`src/rtl/iob_regfile_dp_bist_pkg.sv`:
```
// Shared state and phase encodings for the dual-port regfile BIST.
package iob_regfile_dp_bist_pkg;

  localparam int I_IDLE = 0;
  localparam int I_AWR  = 1;
  localparam int I_ARD  = 2;
  localparam int I_ACLR = 3;
  localparam int I_AZR  = 4;
  localparam int I_BWR  = 5;
  localparam int I_BRD  = 6;
  localparam int I_BCLR = 7;
  localparam int I_BZR  = 8;
  localparam int I_END  = 9;

  typedef enum logic [9:0] {
    IDLE  = 10'b00_0000_0001,
    A_WR  = 10'b00_0000_0010,
    A_RD  = 10'b00_0000_0100,
    A_CLR = 10'b00_0000_1000,
    A_ZR  = 10'b00_0001_0000,
    B_WR  = 10'b00_0010_0000,
    B_RD  = 10'b00_0100_0000,
    B_CLR = 10'b00_1000_0000,
    B_ZR  = 10'b01_0000_0000,
    END   = 10'b10_0000_0000
  } state_t;

  localparam logic PH_DRIVE = 1'b0;
  localparam logic PH_CHECK = 1'b1;

endpackage

```
`src/rtl/iob_regfile_dp_bist_sweep.sv`:
```
// Address counter plus drive/check phase bit for one regfile sweep.
module iob_regfile_dp_bist_sweep
  import iob_regfile_dp_bist_pkg::*;
#(
  parameter int ADDR_W = 4
) (
  input  logic              clk,
  input  logic              rst_n,
  input  logic              clr,
  input  logic              en,
  output logic [ADDR_W-1:0] addr,
  output logic              phase,
  output logic              last,
  output logic [ADDR_W-1:0] addrNxt,
  output logic              phaseNxt
);

  always_comb begin
    addrNxt  = addr;
    phaseNxt = phase;
    if (clr) begin
      addrNxt  = '0;
      phaseNxt = PH_DRIVE;
    end else if (en) begin
      if (phase == PH_CHECK) begin
        addrNxt  = addr + 1'b1;
        phaseNxt = PH_DRIVE;
      end else begin
        phaseNxt = PH_CHECK;
      end
    end
  end

  assign last = (phase == PH_CHECK) &&
                (addr == {ADDR_W{1'b1}});

  always_ff @(posedge clk or negedge rst_n) begin
    if (!rst_n) begin
      addr  <= '0;
      phase <= PH_DRIVE;
    end else begin
      addr  <= addrNxt;
      phase <= phaseNxt;
    end
  end

endmodule

```
`src/rtl/iob_regfile_dp_bist.sv`:
```
// BIST initiator for iob_regfile_dp: write, retention, clear and
// zero-check sweeps on port A then port B, with first-failure capture.
module iob_regfile_dp_bist
  import iob_regfile_dp_bist_pkg::*;
#(
  parameter int ADDR_W = 4,
  parameter int DATA_W = 32,
  parameter int SEED_A = 32,
  parameter int SEED_B = 64
) (
  input  logic              clk,
  input  logic              rst_n,
  input  logic              start,
  output logic              busy,
  output logic              done,
  output logic              pass,
  output logic              err_port,
  output logic [ADDR_W-1:0] err_addr,
  output logic [DATA_W-1:0] err_data,
  output logic              rf_rst,
  output logic [ADDR_W-1:0] rf_addrA,
  output logic [DATA_W-1:0] rf_wdataA,
  output logic              rf_weA,
  input  logic [DATA_W-1:0] rf_rdataA,
  output logic [ADDR_W-1:0] rf_addrB,
  output logic [DATA_W-1:0] rf_wdataB,
  output logic              rf_weB,
  input  logic [DATA_W-1:0] rf_rdataB
);

  state_t state, stateNxt;

  logic [ADDR_W-1:0] addr, addrNxt;
  logic              phase, phaseNxt, last;
  logic              swEn, swClr;
  logic              inA, inB, swp, zr, miss;
  logic              accept, drv, rstNxt;
  logic [DATA_W-1:0] seed, expd, rdata;

  logic [ADDR_W-1:0] addrANxt, addrBNxt;
  logic [DATA_W-1:0] wdANxt, wdBNxt;
  logic              weANxt, weBNxt;

  iob_regfile_dp_bist_sweep #(
    .ADDR_W(ADDR_W)
  ) u_sweep (
    .clk     (clk),
    .rst_n   (rst_n),
    .clr     (swClr),
    .en      (swEn),
    .addr    (addr),
    .phase   (phase),
    .last    (last),
    .addrNxt (addrNxt),
    .phaseNxt(phaseNxt)
  );

  assign inA = state[I_AWR] | state[I_ARD] | state[I_AZR];
  assign inB = state[I_BWR] | state[I_BRD] | state[I_BZR];
  assign swp = inA | inB;
  assign zr  = state[I_AZR] | state[I_BZR];

  assign seed  = inB ? DATA_W'(SEED_B) : DATA_W'(SEED_A);
  assign expd  = zr ? '0 : seed + DATA_W'(addr);
  assign rdata = inB ? rf_rdataB : rf_rdataA;
  assign miss  = swp && (phase == PH_CHECK) &&
                 (rdata != expd);

  assign swEn   = swp & ~miss;
  assign swClr  = miss;
  assign accept = state[I_IDLE] & start;

  always_comb begin
    stateNxt = state;
    unique case (1'b1)
      state[I_IDLE]: if (start) stateNxt = A_WR;
      state[I_AWR]:  if (last) stateNxt = A_RD;
      state[I_ARD]:  if (last) stateNxt = A_CLR;
      state[I_ACLR]: stateNxt = A_ZR;
      state[I_AZR]:  if (last) stateNxt = B_WR;
      state[I_BWR]:  if (last) stateNxt = B_RD;
      state[I_BRD]:  if (last) stateNxt = B_CLR;
      state[I_BCLR]: stateNxt = B_ZR;
      state[I_BZR]:  if (last) stateNxt = END;
      state[I_END]:  stateNxt = IDLE;
      default:       stateNxt = IDLE;
    endcase
    if (miss) stateNxt = END;
  end

  // Port values for the coming cycle, so every regfile pin is a flop.
  always_comb begin
    addrANxt = '0;
    addrBNxt = '0;
    weANxt   = 1'b0;
    weBNxt   = 1'b0;
    wdANxt   = '0;
    wdBNxt   = '0;
    drv      = (phaseNxt == PH_DRIVE);
    rstNxt   = stateNxt[I_ACLR] | stateNxt[I_BCLR];
    if (stateNxt[I_AWR] | stateNxt[I_ARD] |
        stateNxt[I_AZR]) begin
      addrANxt = addrNxt;
      weANxt   = stateNxt[I_AWR] & drv;
    end
    if (stateNxt[I_BWR] | stateNxt[I_BRD] |
        stateNxt[I_BZR]) begin
      addrBNxt = addrNxt;
      weBNxt   = stateNxt[I_BWR] & drv;
    end
    if (weANxt)
      wdANxt = DATA_W'(SEED_A) + DATA_W'(addrNxt);
    if (weBNxt)
      wdBNxt = DATA_W'(SEED_B) + DATA_W'(addrNxt);
  end

  always_ff @(posedge clk or negedge rst_n) begin
    if (!rst_n) begin
      state     <= IDLE;
      rf_rst    <= 1'b0;
      rf_addrA  <= '0;
      rf_wdataA <= '0;
      rf_weA    <= 1'b0;
      rf_addrB  <= '0;
      rf_wdataB <= '0;
      rf_weB    <= 1'b0;
      busy      <= 1'b0;
    end else begin
      state     <= stateNxt;
      rf_rst    <= rstNxt;
      rf_addrA  <= addrANxt;
      rf_wdataA <= wdANxt;
      rf_weA    <= weANxt;
      rf_addrB  <= addrBNxt;
      rf_wdataB <= wdBNxt;
      rf_weB    <= weBNxt;
      busy      <= ~(stateNxt[I_IDLE] |
                     stateNxt[I_END]);
    end
  end

  always_ff @(posedge clk or negedge rst_n) begin
    if (!rst_n) begin
      done     <= 1'b0;
      pass     <= 1'b0;
      err_port <= 1'b0;
      err_addr <= '0;
      err_data <= '0;
    end else if (accept) begin
      done     <= 1'b0;
      pass     <= 1'b0;
      err_port <= 1'b0;
      err_addr <= '0;
      err_data <= '0;
    end else begin
      if (stateNxt[I_END]) begin
        done <= 1'b1;
        pass <= ~miss;
      end
      if (miss) begin
        err_port <= inB;
        err_addr <= addr;
        err_data <= rdata;
      end
    end
  end

endmodule

```
`config.mk`:
```
export PLATFORM = sky130hd
export DESIGN_NAME = iob_regfile_dp_bist
export DESIGN_NICKNAME = d
export VERILOG_FILES = /design/src/rtl/iob_regfile_dp_bist_pkg.sv /design/src/rtl/iob_regfile_dp_bist_sweep.sv /design/src/rtl/iob_regfile_dp_bist.sv
export SDC_FILE = /design/constraint.sdc
export NUM_CORES = 1
export LEC_CHECK = 0
export CAP_MARGIN = 5
export CORE_ASPECT_RATIO = 0.75
export CORE_MARGIN = 2
export CORE_UTILIZATION = 36
export DETAILED_ROUTE_END_ITERATION = 12
export PLACE_DENSITY = 0.74
export RECOVER_POWER = 100
export SLEW_MARGIN = 10
export SYNTH_ARGS = -nofsm -noshare
export SYNTH_HDL_FRONTEND = slang
export SYNTH_SLANG_ARGS = --single-unit
```
`constraint.sdc`:
```
create_clock -name clk -period 3.9 [get_ports clk]
set_input_delay 0.39 -clock clk [delete_from_list [all_inputs] [get_ports clk]]
set_output_delay 0.39 -clock clk [all_outputs]
set_load 0.02 [all_outputs]
```
==> metrics, run 1 <==
status finished with violations; failing checks capacitance limit, slew limit; worst path required time slightly above 4 ns; post-synth cell types 50; synth top area cells dfrtp_1 43%, nand2_1 12%, buf_4 10%; clock network power share approximately 26%; Peak supply drop approximately 0.27 mV; vias between 3000 and 4000; CP startpoint kind flop; initial antenna violation count 0; clk_skew about 0.0094 ns; DR DRC count 0; Top Ports 182; vias in the first global route between 3000 and 4000; RSZ-0062 raised after global routing no; leading cell type in the layout, fill and taps excluded nand2_1; crit end category flop; Max stage delay on crit path between 0.5 and 0.6 ns; Worst R2R Setup Slack around 0.60 ns; switching power 1.34 mW; crit path from state[8]; CTS tree built; later-pin clock latency in the skew report around 0.33 ns; Final Core Density between 40% and 50%; Final Setup Violations 0; Post-synth EDFFs 0; Cell Area, Placed 5370 µm²; worst-margin pin slew 1.79 ns; syn avg cell area around 8.3 µm²; Async SR Flop Fraction between 90% and 100%; Final Cycle Share ~85%; Worst Hold Class reg2reg; first-pass GRT wire length roughly 20 mm; Max-Cap Viols 1; Routed WL 13.0 mm; DR pass1 iterations 5; Synth area leader dfrtp_1; GP Congestion approximately 0.82; CP max FO 17; Int Power 1.98 mW; grt ovf 0; largest net degree at the start of global routing 75; Critical R2R Launch state[8]; WHS between 0.4 and 0.5 ns; crit path DAT 3.54 ns; Post-Syn Area 4210 µm²; Pwr Density between 500 and 600 nW/µm²; fraction of layout cells with a size suffix above 1 under 10%; fmax between 300 and 400 MHz; Yosys reg bits between 70 and 80; reg2reg end busy; total core area between 10000 and 15000 µm²; slowest CP cell or3_1; Total Power between 3 and 4 mW; final hold vios 0; Layout area overhead 34.3%; Sequential Power Share ~34%; clock slew at reported path FFs about 0.07 ns; Tmin final about 3.3 ns; 1st-iter DRT viols approximately 340; worst-case clock buffer depth 2; path depth of the worst reg2reg path 8; Max Transition Viols Final 75; ys flop type dfrtp_1; Hold Path Depth 1; crit path capture busy; Chip Width around 130 µm; # nets final 690; WS Path Type reg2reg; Slew HR -19.1%; H-Tree Depth 3; Sw Share 40.3%; Root Driver clkbuf_16; Die ar. roughly 13000 µm²; most frequent cells in the layout 132 x nand2_1, 73 x dfrtp_1, 65 x clkdlybuf4s50_1; register area share after synthesis between 40% and 50%; # rows 34; # diodes 0; Initial Util approximately 37%; Hold-fix buffers, CTS 0; Ys Warns 0; leak pwr around 2.8 nW; Via-to-Cell Ratio roughly 5.2; Cell Chain, Critical Path nor3_1 -> buf_4 -> mux2_2 -> o22ai_1 -> a21oi_1 -> or3_1 -> and2_0 -> nor4_2; post-DR wirelength/cell 16.8 µm; antenna-violating nets left 0; IO buf count 127; chip height slightly below 100 µm; CTS sink cnt 74; DP Wirelength 9.53 mm; post-synth top area share 43.4%; Post-CTS Setup Bufs 0; min-delay src done; global-route total usage across every layer 20.6%; Fin Setup TNS 0 ns; Final Cell Area between 5000 and 6000 µm²; post_cts resized 0; Post-Syn Instances just over 500; Comb pwr share between 40% and 50%; total CTS buffers 9
## area by class of cell
cell class                 count  area [µm²]
clock buffer                   9         225
clock inverter                 7        83.8
fill                        1085        5830
inverter                       7        26.3
multi-input combinational    394        1960
sequential                    74        1850
tap                          144         180
timing repair buffer         135        1320
## synthesized netlist by cell type (all sizes together), types with 3 or more instances
| cell type | instances |
|---|---|
| nand3 | 13 |
| o21ai | 4 |
| a31oi | 27 |
| a32oi | 4 |
| nor2 | 43 |
| dfrtp | 73 |
| or3 | 3 |
| buf | 63 |
| inv | 7 |
| mux2i | 8 |
| nor4 | 12 |
| and3 | 4 |
| clkbuf | 21 |
| nand2 | 132 |
| or2 | 3 |
| nand4 | 8 |
| a221o | 3 |
| a22oi | 3 |
| nor3 | 7 |
| a21oi | 37 |
## cells by family after synthesis
kind of cell / after synthesis / synth area share [%]
simple gates: 237 / 25.2
buf+inv: 91 / 14.0
compound gates: 88 / 12.8
flops: 74 / 44.0
mux: 10 / 2.73
xor+xnor: 3 / 0.624
fa+ha+maj: 2 / 0.594
other cells: 1 / 0.0890
## power groups by stage
stage	registers (mW)	logic [mW]	clock network, mW
final	1.12	1.34	0.852
after global routing	1.15	1.46	0.897
after global placement	1.13	1.38	0
after floorplan	1.30	0.659	0
after CTS	1.13	1.41	0.861
after detailed placement	1.14	1.40	0
## sequential cells by signal (all words and copies together) (netlist names), 4 cells and up
register,flops
err_addr,4
rf_wdataA,5
rf_addrB,4
u_sweep.addr,4
rf_addrA,4
rf_wdataB,5
err_data,32
state,10
## critical path: cells and delay by family (launching register included)
kind                   cells  cell delay, ns
multiplexers               1            0.40
flip-flops                 1            0.47
buffers and inverters      1            0.30
AND/OR/NAND/NOR            4            1.73
AO/OA/AOI/OAI              2            0.31
## worst min-delay path by stage
| stage | to | slack [ns] |
|---|---|---|
| CTS | rf_wdataB[0] | 0.23 |
| global route | err_data[19] | 0.53 |
| finish | done | 0.49 |
| detailed placement | done | 0.49 |
| floorplan | busy | 0.09 |
| global placement | done | 0.48 |
## per-stage QoR
step | std cells | worst slack (ns)
global placement | 754 | 0.964
floorplan | 559 | 1.17
CTS | 770 | 1.01
finish | 770 | 0.604
detailed placement | 754 | 0.959
global route | 770 | 0.431
## per-layer routing
| layer | track usage, % | vias to the layer above | share of wire [%] |
|---|---|---|---|
| li1 | - | 1857 | - |
| met1 | 28.9 | 1895 | 44 |
| met2 | 32.2 | 213 | 46 |
| met3 | 5.23 | 18 | 8.6 |
| met4 | 4.52 | 0 | 1.7 |
| met5 | 0 | - | 0 |
No activity file was read; power rests on OpenSTA's default activity.
==> run 2: changes to the inputs <==
==> constraint.sdc (replaced) <==
create_clock -name clk -period 3.35 [get_ports clk]
set_input_delay 0.335 -clock clk [delete_from_list [all_inputs] [get_ports clk]]
set_output_delay 0.335 -clock clk [all_outputs]
set_load 0.02 [all_outputs]
==> metrics, run 2 (synthesis results as in run 1) <==
vias 4083 (+2.5%); total CTS buffers 9 (unchanged); total core area 11500 µm² (unchanged); worst-margin pin slew 1.85 ns (+0.0663 ns); Post-CTS Setup Bufs 0 (unchanged); number of flip-flops in the largest register 32 (unchanged); antenna-violating nets left 0 (unchanged); 1st-iter DRT viols 319 (-5.9%); critical path buffer and inverter count 1 (unchanged); Largest delay share family, worst path simple AND/OR/NAND/NOR gates; DR DRC count 0 (unchanged); clock slew at reported path FFs 0.07 ns (about the same); CTS tree built; CP startpoint kind flop; # nets final 691 (+0.14%); Max stage delay on crit path 0.60 ns (+0.03 ns); Routed WL 13.2 mm (+2.2%); failing checks capacitance limit, slew limit; largest net degree at the start of global routing 75 (unchanged); CTS sink cnt 74 (unchanged); Pwr Density 691 nW/µm² (+18%); Hold-fix buffers, CTS 0 (unchanged); leading cell type in the layout, fill and taps excluded nand2_1; Peak supply drop 0.278 mV (+2.3%); dpl cells 755 (+0.13%); Worst Hold Class in2async; Final Cell Area 5690 µm² (+0.60%); Setup Slack @ Placement 0.326 ns (-0.633 ns); status finished with violations; Cell Chain, Critical Path or3_1 -> or4_1 -> ha_1 -> nand2_1 -> clkbuf_2 -> a21oi_1 -> a221o_1; GP Congestion 0.854 (+4.2%); fraction of layout cells with a size suffix above 1 6.54% (+0.47 points); leak pwr 2.84 nW (+0.66%); most frequent cells in the layout 132 x nand2_1, 73 x dfrtp_1, 65 x clkdlybuf4s50_1; slowest CP cell clkbuf_2; post-DR wirelength/cell 17.2 µm (+2.1%); Die ar. 12600 µm² (unchanged); Final Cycle Share 91.4% (+6.9 points); worst setup margin 0.287 ns (-0.317 ns); first-pass GRT wire length 21.0 mm (+3.4%); vias in the first global route 3955 (+4.2%); chip height 97.7 µm (unchanged); Final Setup Violations 0 (unchanged); Tmin final 3.06 ns (-0.233 ns); biggest regs err_data (32), state (10); H-Tree Depth 3 (unchanged); Cell Count, Final, Fillers Out 771 (+0.13%); fmax 326 MHz (+7.6%); WS Path Type reg2reg; worst path required time 3.57 ns (-0.57 ns); Root Driver clkbuf_16; clk_skew 0.00881 ns (-0.000613 ns); global-route total usage across every layer 21.2% (+0.60 points); # rows 34 (unchanged); RSZ-0062 raised after global routing no; Chip Width 129 µm (unchanged); Top Ports 182 (unchanged); crit end category flop; multi-input logic area 1980 µm² (+0.70%); # diodes 0 (unchanged); crit path DAT 3.28 ns (-0.26 ns); final hold vios 0 (unchanged); Slew HR -23.5% (-4.4 points); worst-case clock buffer depth 2 (unchanged); Fin Setup TNS 0 ns (unchanged); DP Wirelength 9.61 mm (+0.83%); later-pin clock latency in the skew report 0.34 ns (about the same); FF/Latch Area 1850 µm² (unchanged); Max Transition Viols Final 75 (unchanged); Max-Cap Viols 1 (unchanged); FILL cells 1078 (-0.65%); Layout area overhead 35.1%; CP max FO 34 (+17); grt ovf 0 (unchanged); post_cts resized 0 (unchanged); Initial Util 36.7% (unchanged); Via-to-Cell Ratio 5.30 (+2.4%); IO buf count 127 (unchanged); DR pass1 iterations 6 (+1); initial antenna violation count 0 (unchanged); Reg with most FFs err_data; Cell Area, Placed 5390 µm² (+0.37%)
==> run 2: cell types whose count changed in the layout (fill, tap and decap cells not counted), sizes merged <==
| cell | previous run | this run |
|---|---|---|
| buf | 7 | 8 |
| clkinv | 2 | 1 |
| inv | 10 | 11 |
==> run 2: area by class of cell <==
class,count,share of cell area (%)
Clock buffer,9,3.96
Inverter,7,0.462
Timing Repair Buffer,136,23.6
Clock inverter,7,1.47
Tap cell,144,3.17
Sequential cell,74,32.6
Multi-Input combinational cell,394,34.7
==> run 2: report_power, final <==
part	internal, mW	total (mW)	switching, mW
combinational	0.618	1.61	0.995
sequential	1.13	1.32	0.186
clock	0.591	1.00	0.412
total	2.34	3.93	1.59
==> run 2: path summary, 6_finish.rpt <==
path / from / end / slack [ns] / cells after the start
hold reg to reg: err_data[17] / err_data[17] / 0.50 / 2
max in group asynchronous: rst_n / rf_rst / 1.75 / 1
hold / removal: rst_n / rf_addrB[1] / 0.49 / 1
setup reg to reg: state[8] / err_data[5] / 0.29 / 7
setup / recovery: state[8] / err_data[5] / 0.29 / 7
min in group clk: err_data[17] / err_data[17] / 0.50 / 2
==> run 2: worst register-to-register path: stages, from the launching register on <==
cell and delay (ns):
dfrtp_1 0.49, or3_1 0.43, or4_1 0.52, ha_1 0.35
nand2_1 0.11, clkbuf_2 0.60, a21oi_1 0.11, a221o_1 0.32
==> run 2: metal layers <==
layer,up-vias,wire length (µm),global-route usage (%)
met3,13,1180,5.84
li1,1858,-,-
met1,1989,5720,29.4
met2,223,6170,33.2
met5,-,0,0
met4,0,176,4.68
==> run 2: through the flow <==
| step | hold WS [ns] | util (%) | power, mW |
|---|---|---|---|
| global route | 0.536 | 49.5 | 4.17 |
| finish | 0.494 | 49.5 | 3.93 |
| global placement | 0.483 | 46.9 | 2.95 |
| CTS | 0.174 | 49.6 | 4.02 |
| detailed placement | 0.486 | 46.9 | 3.00 |
| floorplan | 0.0394 | - | 2.28 |
==> run 3: changes to the inputs <==
--- a/config.mk
+++ b/config.mk
@@ -9,6 +9,7 @@
 export CORE_ASPECT_RATIO = 0.75
 export CORE_MARGIN = 2
 export CORE_UTILIZATION = 36
+export CTS_CLUSTER_DIAMETER = 200
 export DETAILED_ROUTE_END_ITERATION = 12
 export PLACE_DENSITY = 0.74
 export RECOVER_POWER = 100
==> results of run 3 <==
Final layout, timing and power as in run 2 (identical DEF).
